<file path="src/rtl/traffic_light_controller_pkg.sv">
// Shared types and light encodings for the two-way intersection sequencer.
package traffic_pkg;

    typedef enum logic [2:0] {
        NS_GREEN  = 3'd0,
        NS_YELLOW = 3'd1,
        ALL_RED   = 3'd2,
        WALK      = 3'd3,
        EW_GREEN  = 3'd4,
        EW_YELLOW = 3'd5
    } state_t;

    localparam logic [2:0] LIGHT_RED    = 3'b100;
    localparam logic [2:0] LIGHT_YELLOW = 3'b010;
    localparam logic [2:0] LIGHT_GREEN  = 3'b001;

    localparam logic DIR_NS = 1'b0;
    localparam logic DIR_EW = 1'b1;

    function automatic logic [2:0] nsLightOf(input state_t s);
        case (s)
            NS_GREEN:  return LIGHT_GREEN;
            NS_YELLOW: return LIGHT_YELLOW;
            default:   return LIGHT_RED;
        endcase
    endfunction

    function automatic logic [2:0] ewLightOf(input state_t s);
        case (s)
            EW_GREEN:  return LIGHT_GREEN;
            EW_YELLOW: return LIGHT_YELLOW;
            default:   return LIGHT_RED;
        endcase
    endfunction

endpackage

</file>
<file path="src/rtl/traffic_light_controller_tick_edge_detect.sv">
// Brings the divider's slow square wave into the clk domain and turns each
// rising edge into a single-cycle tick.
module tick_edge_detect (
    input  logic clk,
    input  logic rst,
    input  logic din,
    output logic tick
);

    logic s1Q;
    logic s2Q;
    logic prevQ;

    always_ff @(posedge clk) begin
        if (rst) begin
            s1Q   <= 1'b0;
            s2Q   <= 1'b0;
            prevQ <= 1'b0;
        end else begin
            s1Q   <= din;
            s2Q   <= s1Q;
            prevQ <= s2Q;
        end
    end

    assign tick = s2Q & ~prevQ;

endmodule

</file>
<file path="src/rtl/traffic_light_controller.sv">
// NS/EW intersection sequencer with a pedestrian walk phase; dwell times are
// counted in ticks derived from the slow divider clock.
module traffic_light_controller
    import traffic_pkg::*;
#(
    parameter int unsigned GREEN_T  = 10,
    parameter int unsigned YELLOW_T = 3,
    parameter int unsigned ALLRED_T = 1,
    parameter int unsigned WALK_T   = 5
) (
    input  logic       clk,
    input  logic       rst,
    input  logic       slow_clk,
    input  logic       ped_req,
    output logic [2:0] ns_light,
    output logic [2:0] ew_light,
    output logic       walk,
    output logic [7:0] remaining
);

    localparam logic [7:0] GREEN_LOAD  = 8'(GREEN_T - 1);
    localparam logic [7:0] YELLOW_LOAD = 8'(YELLOW_T - 1);
    localparam logic [7:0] ALLRED_LOAD = 8'(ALLRED_T - 1);
    localparam logic [7:0] WALK_LOAD   = 8'(WALK_T - 1);

    logic       tick;
    state_t     stateQ, stateD;
    logic [7:0] timerQ, timerD;
    logic       pedPendingQ, pedPendingD;
    logic       nextDirQ, nextDirD;
    logic [2:0] nsLightQ;
    logic [2:0] ewLightQ;
    logic       walkQ;

    tick_edge_detect uTick (
        .clk  (clk),
        .rst  (rst),
        .din  (slow_clk),
        .tick (tick)
    );

    function automatic logic [7:0] loadFor(input state_t s);
        case (s)
            NS_YELLOW, EW_YELLOW: return YELLOW_LOAD;
            ALL_RED:              return ALLRED_LOAD;
            WALK:                 return WALK_LOAD;
            default:              return GREEN_LOAD;
        endcase
    endfunction

    always_comb begin
        stateD      = stateQ;
        timerD      = timerQ;
        nextDirD    = nextDirQ;
        pedPendingD = pedPendingQ;

        if (ped_req && stateQ != WALK) begin
            pedPendingD = 1'b1;
        end

        if (tick) begin
            if (timerQ != 8'd0) begin
                timerD = timerQ - 8'd1;
            end else begin
                case (stateQ)
                    NS_GREEN:  stateD = NS_YELLOW;
                    NS_YELLOW: stateD = ALL_RED;
                    ALL_RED: begin
                        // A press landing on the exit tick itself still earns the walk.
                        if (pedPendingQ || ped_req) begin
                            stateD = WALK;
                        end else begin
                            stateD = (nextDirQ == DIR_EW) ? EW_GREEN : NS_GREEN;
                        end
                    end
                    WALK:      stateD = (nextDirQ == DIR_EW) ? EW_GREEN : NS_GREEN;
                    EW_GREEN:  stateD = EW_YELLOW;
                    EW_YELLOW: stateD = ALL_RED;
                    default:   stateD = NS_GREEN;
                endcase

                timerD = loadFor(stateD);

                if (stateD == WALK) begin
                    pedPendingD = 1'b0;
                end
                if (stateD == NS_GREEN) begin
                    nextDirD = DIR_EW;
                end
                if (stateD == EW_GREEN) begin
                    nextDirD = DIR_NS;
                end
            end
        end
    end

    always_ff @(posedge clk) begin
        if (rst) begin
            stateQ      <= NS_GREEN;
            timerQ      <= GREEN_LOAD;
            pedPendingQ <= 1'b0;
            nextDirQ    <= DIR_EW;
            nsLightQ    <= LIGHT_GREEN;
            ewLightQ    <= LIGHT_RED;
            walkQ       <= 1'b0;
        end else begin
            stateQ      <= stateD;
            timerQ      <= timerD;
            pedPendingQ <= pedPendingD;
            nextDirQ    <= nextDirD;
            nsLightQ    <= nsLightOf(stateD);
            ewLightQ    <= ewLightOf(stateD);
            walkQ       <= (stateD == WALK);
        end
    end

    assign ns_light  = nsLightQ;
    assign ew_light  = ewLightQ;
    assign walk      = walkQ;
    assign remaining = timerQ;

endmodule
</file>
<file path="config.mk">
export PLATFORM = sky130hd
export DESIGN_NAME = traffic_light_controller
export DESIGN_NICKNAME = d
export VERILOG_FILES = /design/src/rtl/traffic_light_controller_pkg.sv /design/src/rtl/traffic_light_controller_tick_edge_detect.sv /design/src/rtl/traffic_light_controller.sv
export SDC_FILE = /design/constraint.sdc
export NUM_CORES = 1
export LEC_CHECK = 0
export CAP_MARGIN = 5
export CORE_MARGIN = 3
export CORE_UTILIZATION = 51
export DETAILED_ROUTE_END_ITERATION = 10
export GPL_TIMING_DRIVEN = 0
export PLACE_DENSITY = 0.77
export RECOVER_POWER = 25
export SYNTH_ARGS = -nofsm -noshare
export SYNTH_HDL_FRONTEND = slang
export SYNTH_HIERARCHICAL = 1
export SYNTH_SLANG_ARGS = --single-unit
</file>
<file path="constraint.sdc">
create_clock -name clk -period 2.2 [get_ports clk]
set_clock_uncertainty 0.15 [all_clocks]
set_input_delay 0.44 -clock clk [delete_from_list [all_inputs] [get_ports clk]]
set_output_delay 0.44 -clock clk [all_outputs]
set_load 0.02 [all_outputs]
</file>
Word-level counts from Yosys, hierarchy flattened
Cells that the tools add are included.
{ "word_totals": {"out_inout_bits": 15, "register_bits": 23} }
{ "classes": {"n_bitwise": 3, "eq_ne": 15, "n_mux": 17, "n_addsub": 1, "reduce_logical": 10} }
{ "ops": {"columns": ["operator", "count"], "rows": [
  ["$eq 3x3->1 const B", 6],
  ["$mux 3", 6],
  ["$eq 3x2->1 const B", 5],
  ["$pmux 3 s5", 1],
  ["$pmux 3 s2", 2],
  ["$pmux 4 s3", 1],
  ["$eq 3x1->1 const B", 3],
  ["$logic_not 3->1", 3],
  ["$mux 8", 1],
  ["$reduce_bool 8->1", 1],
  ["$sub 8x1->8 const B", 1],
  ["$mux 1", 6],
  ["$reduce_or 2->1", 2],
  ["$ne 3x2->1 const B", 1],
  ["$reduce_and 3->1", 1],
  ["$not 1->1", 2],
  ["$reduce_bool 2->1", 1],
  ["$and 1x1->1", 1],
  ["$logic_and 1x1->1", 1],
  ["$logic_or 1x1->1", 1]
]} }

Logic depth before layout (Yosys ltp)
Gate-level depths: netlist of run 1.
{ "logic_depth": {"ltp_word": 9, "mapped_depth": 7} }

Hierarchy
The synthesis of run 1 kept the hierarchy.
{ "by_module_without_submodules": {"columns": ["module", "cells_each", "instances", "area_each_um2", "seq_area_each_um2"], "rows": [
  ["traffic_light_controller", 105, 1, 1008.5, 400.4],
  ["tick_edge_detect", 7, 1, 87.6, 60.1]
]} }

Worst setup path after synthesis of run 1
No wires, ideal clock.
{ "synth_timing": {"path_type": "register to register", "from": "register timerQ[0], in the netlist remaining[0]", "to": "register ewLightQ[2], in the netlist ew_light[2]", "period_less_slack_ns": 1.836, "setup_ns": 0.124, "path_stages_with_launch": 7, "arrival_time_ns": 1.562, "n_path_buf": 0, "path_slack_ns": 0.364, "required_ns": 1.926, "cell_sequence": "dfxtp_1 -> inv_1 -> ha_1 -> nor2b_1 -> and3_4 -> a211o_1 -> nand2b_1"} }
{ "synth_between": {"elab_chain_len": 5, "word_cells_on_any_way": 6, "cone_classes": "eq/ne: 2; mux: 3; reduce/logical: 1"} }
{ "synth_rtl": {"columns": ["item", "line_no", "rtl"], "rows": [
  ["start, declared", "traffic_light_controller.sv:28", "logic [7:0] timerQ, timerD;"],
  ["start signal, assigned", "traffic_light_controller.sv:108", "timerQ <= timerD;"],
  ["$reduce_bool 8->1 (*)", "traffic_light_controller.sv:62", "if (timerQ != 8'd0) begin"],
  ["$mux 3 (*)", "traffic_light_controller.sv:62", null],
  ["$mux 3 (*)", "traffic_light_controller.sv:61", "if (tick) begin"],
  ["$eq 3x3->1", "traffic_light_controller_pkg.sv:29", "case (s)"],
  ["$pmux 3 s2 (*)", "traffic_light_controller_pkg.sv:29", null],
  ["end signal, assigned", "traffic_light_controller.sv:112", "ewLightQ <= ewLightOf(stateD);"],
  ["end, declared", "traffic_light_controller.sv:32", "logic [2:0] ewLightQ;"]
]} }
Every way passes the cells marked *; elsewhere a longest branch is shown, timed or not.
A chain may end at the register's enable or synchronous reset.

Final worst setup path of run 1
{ "layout_timing": {"from": "register timerQ[3], in the netlist remaining[3]", "to": "output remaining[3]"} }
{ "layout_rtl": {"columns": ["item", "line_no", "rtl"], "rows": [
  ["end, declared", "traffic_light_controller.sv:18", "output logic [7:0] remaining"]
]} }
No word-level cell between the ends.

==> results of run 1 <==
==> layer usage <==
layer  part of all wire  wire [um]
met2               0.48       1020
met4              0.020         42
met1               0.46        976
met5                  0          0
met3              0.034         71
==> kinds of logic after synthesis <==
logic type               Yosys count
adder cells (fa/ha/maj)            2
buffers and inverters             11
flip-flops                        23
XOR/XNOR                           3
AND/OR/NAND/NOR                   45
AO/OA/AOI/OAI                     25
multiplexers                       3
==> Yosys cell counts (all sizes together) (3+ instances only) <==
master	number
o21ai	4
buf	4
a21oi	7
a211oi	3
a21boi	3
nor2	10
nand2	5
nor3	8
nor2b	6
nand2b	3
nor4b	3
dfxtp	23
inv	5
==> through the flow <==
step	power, mW	cells
floorplan	0.486	112
global placement	0.509	157
detailed placement	0.512	157
CTS	0.699	161
global route	0.720	161
finish	0.690	161
==> flip-flops by register name, summed over array words and instances, names as in the netlist <==
name         cells
ew_light         3
remaining        8
stateQ           3
uTick/prevQ      1
pedPendingQ      1
uTick/s2Q        1
uTick/s1Q        1
ns_light         3
walk             1
nextDirQ         1
==> report_power, final <==
| group | switching (mW) | leakage (nW) | internal [mW] |
|---|---|---|---|
| logic | 0.0357 | 0.281 | 0.0308 |
| clock network | 0.120 | 0.0177 | 0.0676 |
| registers | 0.0113 | 0.187 | 0.425 |
| total | 0.167 | 0.486 | 0.523 |
==> layout make-up <==
| cell class | count | area, sq um | area share |
|---|---|---|---|
| Clock buffer | 3 | 22.5 | 0.0168 |
| Multi-Input combinational cell | 78 | 577 | 0.431 |
| Sequential cell | 23 | 460 | 0.344 |
| Inverter | 5 | 18.8 | 0.0140 |
| Clock inverter | 1 | 5.00 | 0.00374 |
| Buffer | 6 | 40.0 | 0.0299 |
| Timing Repair Buffer | 18 | 180 | 0.135 |
| Tap cell | 27 | 33.8 | 0.0253 |
==> path summary, 6_finish.rpt <==
kind / startpoint / endpoint
max: remaining[3]$_SDFFE_PP1P_ / remaining[3]
max reg2reg: remaining[0]$_SDFFE_PP1P_ / ew_light[2]$_SDFF_PP1_
min: uTick/s1Q$_SDFF_PP0_ / uTick/s2Q$_SDFF_PP0_
min reg2reg: uTick/s1Q$_SDFF_PP0_ / uTick/s2Q$_SDFF_PP0_
==> flow_metrics.py, run 1 <==
metrics = {
    "outcome": {
        "status": "finished, final reports clean",
    },
    "floorplan": {
        "fp.dieArea_sq_mm": 0.00274,
        "die_w_um": 52.4,
        "std_cell_rows": 16,
        "core_sq_mm": 0.00200,
        "io_pins": 19,
        "die_height_um": 52.4,
        "initial_util": 0.547,
    },
    "min_path": {
        "holdPathStages": 1,
        "timing.hold.worst.class": "flop to flop",
    },
    "clocking": {
        "h-tree-depth": 1,
        "cts_root_buffer_type": "sky130_fd_sc_hd__clkbuf_4",
        "post_cts.repair.setup_buffers": 0,
        "tritoncts_clock_tree": "done",
        "cts_buffers": 3,
        "number_of_sinks_handled_by_clock_tree_synthesis": 23,
        "clk_pin_slew_ns": 0.12,
        "insertion_delay_ns": 0.30,
        "holdBufCountCts": 0,
        "clockBufferDepth": 2,
        "cts_resized": 0,
    },
    "placed_design": {
        "port_buffers": 18,
        "detailedPlacementHpwl_um": 1620,
        "gp_congestion": 0.848,
        "worst_setup_slack_before_clock_tree_synthesis_ns": -0.0267,
        "postPlaceCellArea_sq_mm": 0.00131,
    },
    "yosys": {
        "synth.area.top_cells": "sky130_fd_sc_hd__dfxtp_1, sky130_fd_sc_hd__nor2_1, sky130_fd_sc_hd__a21oi_1",
        "syn-cell-area_sq_mm": 0.00110,
        "postSynthNetCount": 118,
        "postSynthRegisterBits": 23,
        "number_of_flops_mapped_to_enable_cells_by_yosys": 0,
        "async_reset_ff_frac": 0,
        "count_of_unique_library_cells_instantiated_by_yosys": 44,
        "synth_simple_gate_area_frac": 0.291,
        "synth.largest_area_cell": "sky130_fd_sc_hd__dfxtp_1",
        "synth_compound_area_frac": 0.160,
        "netlist_instances": 112,
        "synthDominantCellAreaShare": 0.420,
        "synthAdderAreaFrac": 0.0228,
        "yosys-mux-area-fraction": 0.0285,
        "synth.yosys.seq_area_share": 0.420,
        "syn_avg_cell_area_sq_um": 9.79,
        "combinational_family_with_the_most_area_after_synthesis": "simple AND/OR/NAND/NOR gates",
        "yosys.area_share.xor_xnor": 0.0240,
        "postSynth.topFlopCell": "sky130_fd_sc_hd__dfxtp_1",
        "synthesis.yosys.warnings": 6,
    },
    "critical_path": {
        "reg2reg_slack_ns": 0.25,
        "critical_path.cell_chain": "clkdlybuf4s50_1",
        "critical-path-slowest-cell": "sky130_fd_sc_hd__clkdlybuf4s50_1",
        "r2r.worst_path.cells": 6,
        "worstSetupPathDepth": 1,
        "path_delay_family": "buffers and inverters",
        "critical_path.max_stage_delay_ns": 0.68,
        "cp_max_fo": 7,
        "cp.buffers_inverters": 1,
        "end_kind": "primary output",
        "worstSetupStartpointType": "flop",
        "crit_required_ns": 1.61,
        "timing_worst_setup_path_type": "flop to primary output",
        "cp.arrival_ns": 1.54,
    },
    "final_layout": {
        "final_design_area_no_fill_sq_mm": 0.00134,
        "finalCoreUtilization": 0.668,
        "most-common-layout-cells": "sky130_fd_sc_hd__dfxtp_1, sky130_fd_sc_hd__clkdlybuf4s50_1, sky130_fd_sc_hd__nor2_1, sky130_fd_sc_hd__a21oi_1",
        "n_diodes": 0,
        "area_delta_synth_final_pct": 22.0,
        "filler_cell_count": 181,
        "layout.nets": 141,
        "drive_gt1_frac": 0.157,
        "final_common_cell": "sky130_fd_sc_hd__dfxtp_1",
    },
    "power_and_ir_drop": {
        "total_leakage_power_nw": 0.486,
        "vdd.ir_drop.worst_v": 0.000445,
        "p_per_area_mw_per_mm2": 516,
    },
    "routing": {
        "dr_total_vias": 892,
        "remaining_drc_errors": 0,
        "route.detailed.vias_per_inst": 5.54,
        "postRouteAntennaNets": 0,
        "detail_route.iter0.violations": 20,
        "wl_per_cell_um": 13.1,
        "drt-pass1-iter-count": 4,
        "wirelength_um": 2110,
    },
    "global_route": {
        "groute.layer.met3.usage": 0.0256,
        "grt_overflow_total": 0,
        "groute.layer.met2.usage": 0.264,
        "grt_pass1_wl_um": 3440,
        "first_global_vias": 792,
        "grt_antenna_before_repair": 0,
        "gr-max-usage-layer": "met2",
        "grt_util_met1": 0.218,
        "track_usage": 0.167,
        "grt_start_max_net_pins": 14,
    },
    "timing": {
        "finalWorstPathRequiredPeriod_ns": 2.13,
        "maxClockFrequency_mhz": 470,
        "worst_slew_pin_slew_ns": 0.565,
        "max-slew-margin-rel": 0.624,
        "fin_hold_ws_ns": 0.310,
        "final-setup-viol-count": 0,
        "min_period_over_period": 0.967,
        "setup_tns_ns": 0,
        "timing.final.ws_setup_ns": 0.0729,
        "final-max-slew-violation-count": 0,
        "rsz0062_at_grt": "no",
        "finalHoldViolations": 0,
    },
    "job": {
        "max_cap_viol_count": 0,
    },
}
Power figures use the tool's default switching activity.
==> run 2: changes to the inputs <==
--- a/config.mk
+++ b/config.mk
@@ -10,8 +10,9 @@
 export CORE_UTILIZATION = 51
 export DETAILED_ROUTE_END_ITERATION = 10
 export GPL_TIMING_DRIVEN = 0
+export MAX_ROUTING_LAYER = met4
 export PLACE_DENSITY = 0.77
-export RECOVER_POWER = 25
+export RECOVER_POWER = 50
 export SYNTH_ARGS = -nofsm -noshare
 export SYNTH_HDL_FRONTEND = slang
 export SYNTH_HIERARCHICAL = 1
==> constraint.sdc (replaced) <==
create_clock -name clk -period 2.3 [get_ports clk]
set_clock_uncertainty 0.15 [all_clocks]
set_input_delay 0.46 -clock clk [delete_from_list [all_inputs] [get_ports clk]]
set_output_delay 0.46 -clock clk [all_outputs]
set_load 0.02 [all_outputs]
==> run 2 against run 1 <==
Net effect: count of clock-buffer cells in the layout unchanged; routed wire length up 0.62%; via count up 0.22%; core utilization down 0.31 points; final cell count unchanged; critical path depth unchanged; sequential power down 4%; global-route usage up 0.43 points; largest cell class unchanged; largest power group unchanged; highest routed layer unchanged.
==> flow_metrics.py, run 2 (synthesized netlist as in run 1, its figures left out) <==
metrics = {
    "timing": {
        "setup_tns_ns": 0,
        "max-slew-margin-rel": 0.636,
        "timing.final.ws_setup_ns": 0.149,
        "worst_slew_pin_slew_ns": 0.545,
        "final-setup-viol-count": 0,
        "finalHoldViolations": 0,
        "finalWorstPathRequiredPeriod_ns": 2.15,
        "min_period_over_period": 0.935,
        "rsz0062_at_grt": "no",
        "maxClockFrequency_mhz": 465,
        "final-max-slew-violation-count": 0,
    },
    "clocking": {
        "cts_buffers": 3,
        "tritoncts_clock_tree": "done",
        "insertion_delay_ns": 0.30,
        "number_of_sinks_handled_by_clock_tree_synthesis": 23,
        "cts_resized": 0,
        "clockBufferDepth": 2,
        "h-tree-depth": 1,
        "cts_root_buffer_type": "sky130_fd_sc_hd__clkbuf_4",
        "holdBufCountCts": 0,
        "clk_pin_slew_ns": 0.12,
        "post_cts.repair.setup_buffers": 0,
    },
    "global_route": {
        "grt_pass1_wl_um": 3440,
        "first_global_vias": 793,
        "grt_overflow_total": 0,
        "track_usage": 0.171,
        "grt_antenna_before_repair": 0,
        "grt_start_max_net_pins": 14,
    },
    "routing": {
        "wl_per_cell_um": 13.2,
        "wirelength_um": 2120,
        "route.detailed.vias_per_inst": 5.55,
        "drt-pass1-iter-count": 4,
        "dr_total_vias": 894,
        "detail_route.iter0.violations": 20,
        "remaining_drc_errors": 0,
        "postRouteAntennaNets": 0,
    },
    "floorplan": {
        "die_height_um": 52.4,
        "initial_util": 0.547,
        "die_w_um": 52.4,
        "std_cell_rows": 16,
        "core_sq_mm": 0.00200,
        "io_pins": 19,
        "fp.dieArea_sq_mm": 0.00274,
    },
    "critical_path": {
        "worstSetupStartpointType": "flop",
        "cp.buffers_inverters": 1,
        "path_delay_family": "buffers and inverters",
        "cp_max_fo": 7,
        "crit_required_ns": 1.69,
        "critical_path.cell_chain": "clkdlybuf4s50_1",
        "cp.arrival_ns": 1.54,
        "end_kind": "primary output",
        "timing_worst_setup_path_type": "flop to primary output",
        "critical_path.max_stage_delay_ns": 0.68,
        "critical-path-slowest-cell": "sky130_fd_sc_hd__clkdlybuf4s50_1",
    },
    "placed_design": {
        "postPlaceCellArea_sq_mm": 0.00131,
        "gp_congestion": 0.861,
        "port_buffers": 18,
        "worst_setup_slack_before_clock_tree_synthesis_ns": 0.0533,
        "detailedPlacementHpwl_um": 1620,
    },
    "power_and_ir_drop": {
        "p_per_area_mw_per_mm2": 496,
        "comb_power_share": 0.096,
        "vdd.ir_drop.worst_v": 0.000424,
        "p_sw_uw": 160,
        "p_sw_frac": 0.242,
        "power.share.clock": 0.272,
        "total_leakage_power_nw": 0.492,
        "internal-power_uw": 501,
        "seq_power_share": 0.632,
    },
    "final_layout": {
        "final_design_area_no_fill_sq_mm": 0.00133,
        "n_diodes": 0,
        "filler_cell_count": 182,
        "layout.nets": 141,
        "largest_register_ffs": 8,
        "area_delta_synth_final_pct": 21.5,
        "most-common-layout-cells": "sky130_fd_sc_hd__dfxtp_1, sky130_fd_sc_hd__nor2_1, sky130_fd_sc_hd__clkdlybuf4s50_1, sky130_fd_sc_hd__dlygate4sd3_1, sky130_fd_sc_hd__a21oi_1",
        "final_common_cell": "sky130_fd_sc_hd__dfxtp_1",
        "drive_gt1_frac": 0.149,
    },
    "min_path": {
        "timing.hold.worst.class": "flop to flop",
    },
    "outcome": {
        "status": "finished, final reports clean",
    },
    "job": {
        "max_cap_viol_count": 0,
    },
}
## run 2: cell count changes in the layout (fill, tap and decap cells not counted), sizes merged
cell	delta
clkdlybuf4s50	-2
dlygate4sd3	+2
## run 2: path summary, 6_finish.rpt
| kind | slack, ns | from | to | cells past startpoint |
|---|---|---|---|---|
| hold / removal | 0.31 | uTick/s1Q$_SDFF_PP0_ | uTick/s2Q$_SDFF_PP0_ | 1 |
| setup / recovery | 0.15 | remaining[3]$_SDFFE_PP1P_ | remaining[3] | 1 |
| setup reg to reg | 0.34 | remaining[0]$_SDFFE_PP1P_ | ew_light[2]$_SDFF_PP1_ | 6 |
| hold reg to reg | 0.31 | uTick/s1Q$_SDFF_PP0_ | uTick/s2Q$_SDFF_PP0_ | 1 |
## run 2: metrics by stage
step	power, mW	util	cells	hold slack [ns]
2_1_floorplan	0.465	-	112	0.264
3_3_place_gp	0.487	0.654	157	0.274
3_5_place_dp	0.490	0.654	157	0.290
4_1_cts	0.669	0.668	161	0.314
5_1_grt	0.688	0.665	161	0.319
6_report	0.660	0.665	161	0.311
## run 2: final cells by class
cell class	instances	area, sq um	area share
Sequential cell	23	460	0.346
Clock buffer	3	22.5	0.0169
Multi-Input combinational cell	78	571	0.429
Buffer	6	40.0	0.0301
Inverter	5	18.8	0.0141
Timing Repair Buffer	18	180	0.135
Tap cell	27	33.8	0.0254
Clock inverter	1	5.00	0.00376
## run 2: per-layer routing
layer,global-route usage,vias to the layer above,share of wire,wire (um)
met4,0.0809,0,0.019,40
met2,0.264,19,0.48,1020
met1,0.218,424,0.46,981
met3,0.0256,5,0.037,78
met5,-,-,0,0
li1,-,446,-,-
## run 2: power by group through the flow
stage	clock [mW]	sequential (mW)	combinational, mW
finish	0.180	0.417	0.0635
global route	0.201	0.419	0.0686
CTS	0.187	0.417	0.0642
detailed placement	0	0.426	0.0637
global placement	0	0.426	0.0617
floorplan	0	0.430	0.0350
==> run 3: changes to the inputs <==
--- a/config.mk
+++ b/config.mk
@@ -6,7 +6,6 @@
 export NUM_CORES = 1
 export LEC_CHECK = 0
 export CAP_MARGIN = 5
-export CORE_MARGIN = 3
 export CORE_UTILIZATION = 51
 export DETAILED_ROUTE_END_ITERATION = 10
 export GPL_TIMING_DRIVEN = 0
==> run 3 against run 2 <==
Net effect: sequential share of layout area did not move; combinational power fell by 2%; clock power rose by 4%; largest power group unchanged; highest routed layer unchanged; critical path type unchanged; count of clock-buffer cells in the layout did not move.
==> flow_metrics.py, run 3 (synthesized netlist as in run 1, its figures left out) <==
metrics = {
    "outcome": {
        "status": "finished, final reports clean",
    },
    "clocking": {
        "number_of_sinks_handled_by_clock_tree_synthesis": 23,
        "cts_resized": 0,
        "cts_buffers": 3,
        "holdBufCountCts": 0,
        "h-tree-depth": 1,
        "insertion_delay_ns": 0.31,
        "tritoncts_clock_tree": "done",
        "cts_root_buffer_type": "sky130_fd_sc_hd__clkbuf_4",
        "clk_pin_slew_ns": 0.13,
        "clockBufferDepth": 2,
        "post_cts.repair.setup_buffers": 0,
    },
    "min_path": {
        "worstHoldStart": "uTick/s1Q$_SDFF_PP0_",
        "holdPathStages": 1,
        "timing.hold.worst.class": "flop to flop",
        "min_to": "uTick/s2Q$_SDFF_PP0_",
    },
    "power_and_ir_drop": {
        "internal-power_uw": 501,
        "p_sw_frac": 0.249,
        "seq_power_share": 0.625,
        "power.share.clock": 0.282,
        "p_per_area_mw_per_mm2": 501,
        "comb_power_share": 0.093,
        "vdd.ir_drop.worst_v": 0.000388,
        "total_leakage_power_nw": 0.491,
        "p_sw_uw": 166,
    },
    "critical_path": {
        "r2r-end": "ew_light[2]$_SDFF_PP1_",
        "critical_path.cell_chain": "clkdlybuf4s50_1",
        "end_kind": "primary output",
        "crit_required_ns": 1.69,
        "cp.buffers_inverters": 1,
        "r2r.worst_path.cells": 6,
        "cp_max_fo": 6,
        "worstSetupStartpointType": "flop",
        "timing_worst_setup_path_type": "flop to primary output",
        "cp.arrival_ns": 1.55,
        "path_delay_family": "buffers and inverters",
        "critical_path.max_stage_delay_ns": 0.67,
        "reg2reg_slack_ns": 0.35,
        "critical-path-slowest-cell": "sky130_fd_sc_hd__clkdlybuf4s50_1",
        "r2r_start": "remaining[0]$_SDFFE_PP1P_",
    },
    "routing": {
        "route.detailed.vias_per_inst": 5.40,
        "dr_total_vias": 869,
        "wirelength_um": 1990,
        "postRouteAntennaNets": 0,
        "wl_per_cell_um": 12.4,
        "drt-pass1-iter-count": 4,
        "remaining_drc_errors": 0,
        "detail_route.iter0.violations": 2,
    },
    "final_layout": {
        "most-common-layout-cells": "sky130_fd_sc_hd__dfxtp_1, sky130_fd_sc_hd__nor2_1, sky130_fd_sc_hd__clkdlybuf4s50_1, sky130_fd_sc_hd__dlygate4sd3_1, sky130_fd_sc_hd__a21oi_1",
        "register_area_sq_um": 460,
        "multi_input_area_sq_um": 571,
        "area_delta_synth_final_pct": 21.5,
        "drive_gt1_frac": 0.149,
        "final_common_cell": "sky130_fd_sc_hd__dfxtp_1",
        "stdcell_count": 161,
        "layout.nets": 141,
        "filler_cell_count": 165,
        "n_diodes": 0,
        "largest_register_ffs": 8,
    },
    "timing": {
        "worst_slew_pin_slew_ns": 0.536,
        "rsz0062_at_grt": "no",
        "min_period_over_period": 0.939,
        "finalWorstPathRequiredPeriod_ns": 2.16,
        "final-setup-viol-count": 0,
        "finalHoldViolations": 0,
        "maxClockFrequency_mhz": 463,
        "final-max-slew-violation-count": 0,
        "max-slew-margin-rel": 0.642,
        "setup_tns_ns": 0,
    },
    "global_route": {
        "track_usage": 0.187,
        "grt_antenna_before_repair": 0,
        "grt_util_met1": 0.234,
        "groute.layer.met2.usage": 0.305,
        "gr-max-usage-layer": "met2",
        "first_global_vias": 769,
        "grt_overflow_total": 0,
        "groute.layer.met3.usage": 0.0283,
        "grt_pass1_wl_um": 3330,
        "grt_start_max_net_pins": 14,
    },
    "placed_design": {
        "port_buffers": 18,
        "detailedPlacementHpwl_um": 1490,
        "gp_congestion": 0.765,
        "dp.cells": 157,
    },
    "floorplan": {
        "die_height_um": 48.4,
        "core_sq_mm": 0.00198,
        "fp.dieArea_sq_mm": 0.00234,
        "io_pins": 19,
        "initial_util": 0.553,
        "die_w_um": 48.4,
        "std_cell_rows": 16,
    },
    "job": {
        "max_cap_viol_count": 0,
    },
}
run 3: cell count changes in the layout (fill, tap and decap cells not counted):
cell,previous run,this run
sky130_fd_sc_hd__a21boi_0,0,1
sky130_fd_sc_hd__a21boi_1,2,1
run 3: worst max path at each step:
stage,from,end,slack [ns],cells after the start
after floorplan,remaining[0]$_SDFFE_PP1P_,ew_light[2]$_SDFF_PP1_,0.46,6
after global placement,rst,ns_light[2]$_SDFF_PP0_,0.07,4
after detailed placement,rst,ns_light[2]$_SDFF_PP0_,0.02,4
after CTS,remaining[2]$_SDFFE_PP0P_,remaining[2],0.13,1
after global routing,remaining[3]$_SDFFE_PP1P_,remaining[3],0.08,1
final,remaining[2]$_SDFFE_PP0P_,remaining[2],0.14,1
run 3: area by class of cell:
class,count,area share
multi-input combinational,78,0.429
sequential,23,0.346
timing repair buffer,18,0.135
buffer,6,0.0301
tap,27,0.0254
clock buffer,3,0.0169
inverter,5,0.0141
clock inverter,1,0.00376
run 3: power by group through the flow:
stage / logic [mW] / registers [mW] / clock network [mW]
global route: 0.0681 / 0.419 / 0.206
finish: 0.0621 / 0.417 / 0.188
global placement: 0.0618 / 0.426 / 0
CTS: 0.0632 / 0.417 / 0.194
detailed placement: 0.0628 / 0.426 / 0
floorplan: 0.0350 / 0.430 / 0
run 3: per-layer routing:
| metal | vias to the layer above | wire length [um] | part of all wire |
|---|---|---|---|
| met2 | 16 | 942 | 0.47 |
| li1 | 444 | - | - |
| met5 | - | 0 | 0 |
| met3 | 5 | 67 | 0.034 |
| met4 | 0 | 31 | 0.016 |
| met1 | 404 | 951 | 0.48 |
run 3: metrics by stage:
stage	util	worst slack, ns	hold WS [ns]	cell area, sq um	power (mW)
finish	0.672	0.141	0.314	1330	0.667
global route	0.672	0.0847	0.326	1330	0.693
CTS	0.675	0.134	0.318	1340	0.674
detailed placement	0.661	0.0203	0.288	1310	0.489
global placement	0.661	0.0711	0.285	1310	0.487
floorplan	-	0.464	0.264	1100	0.465
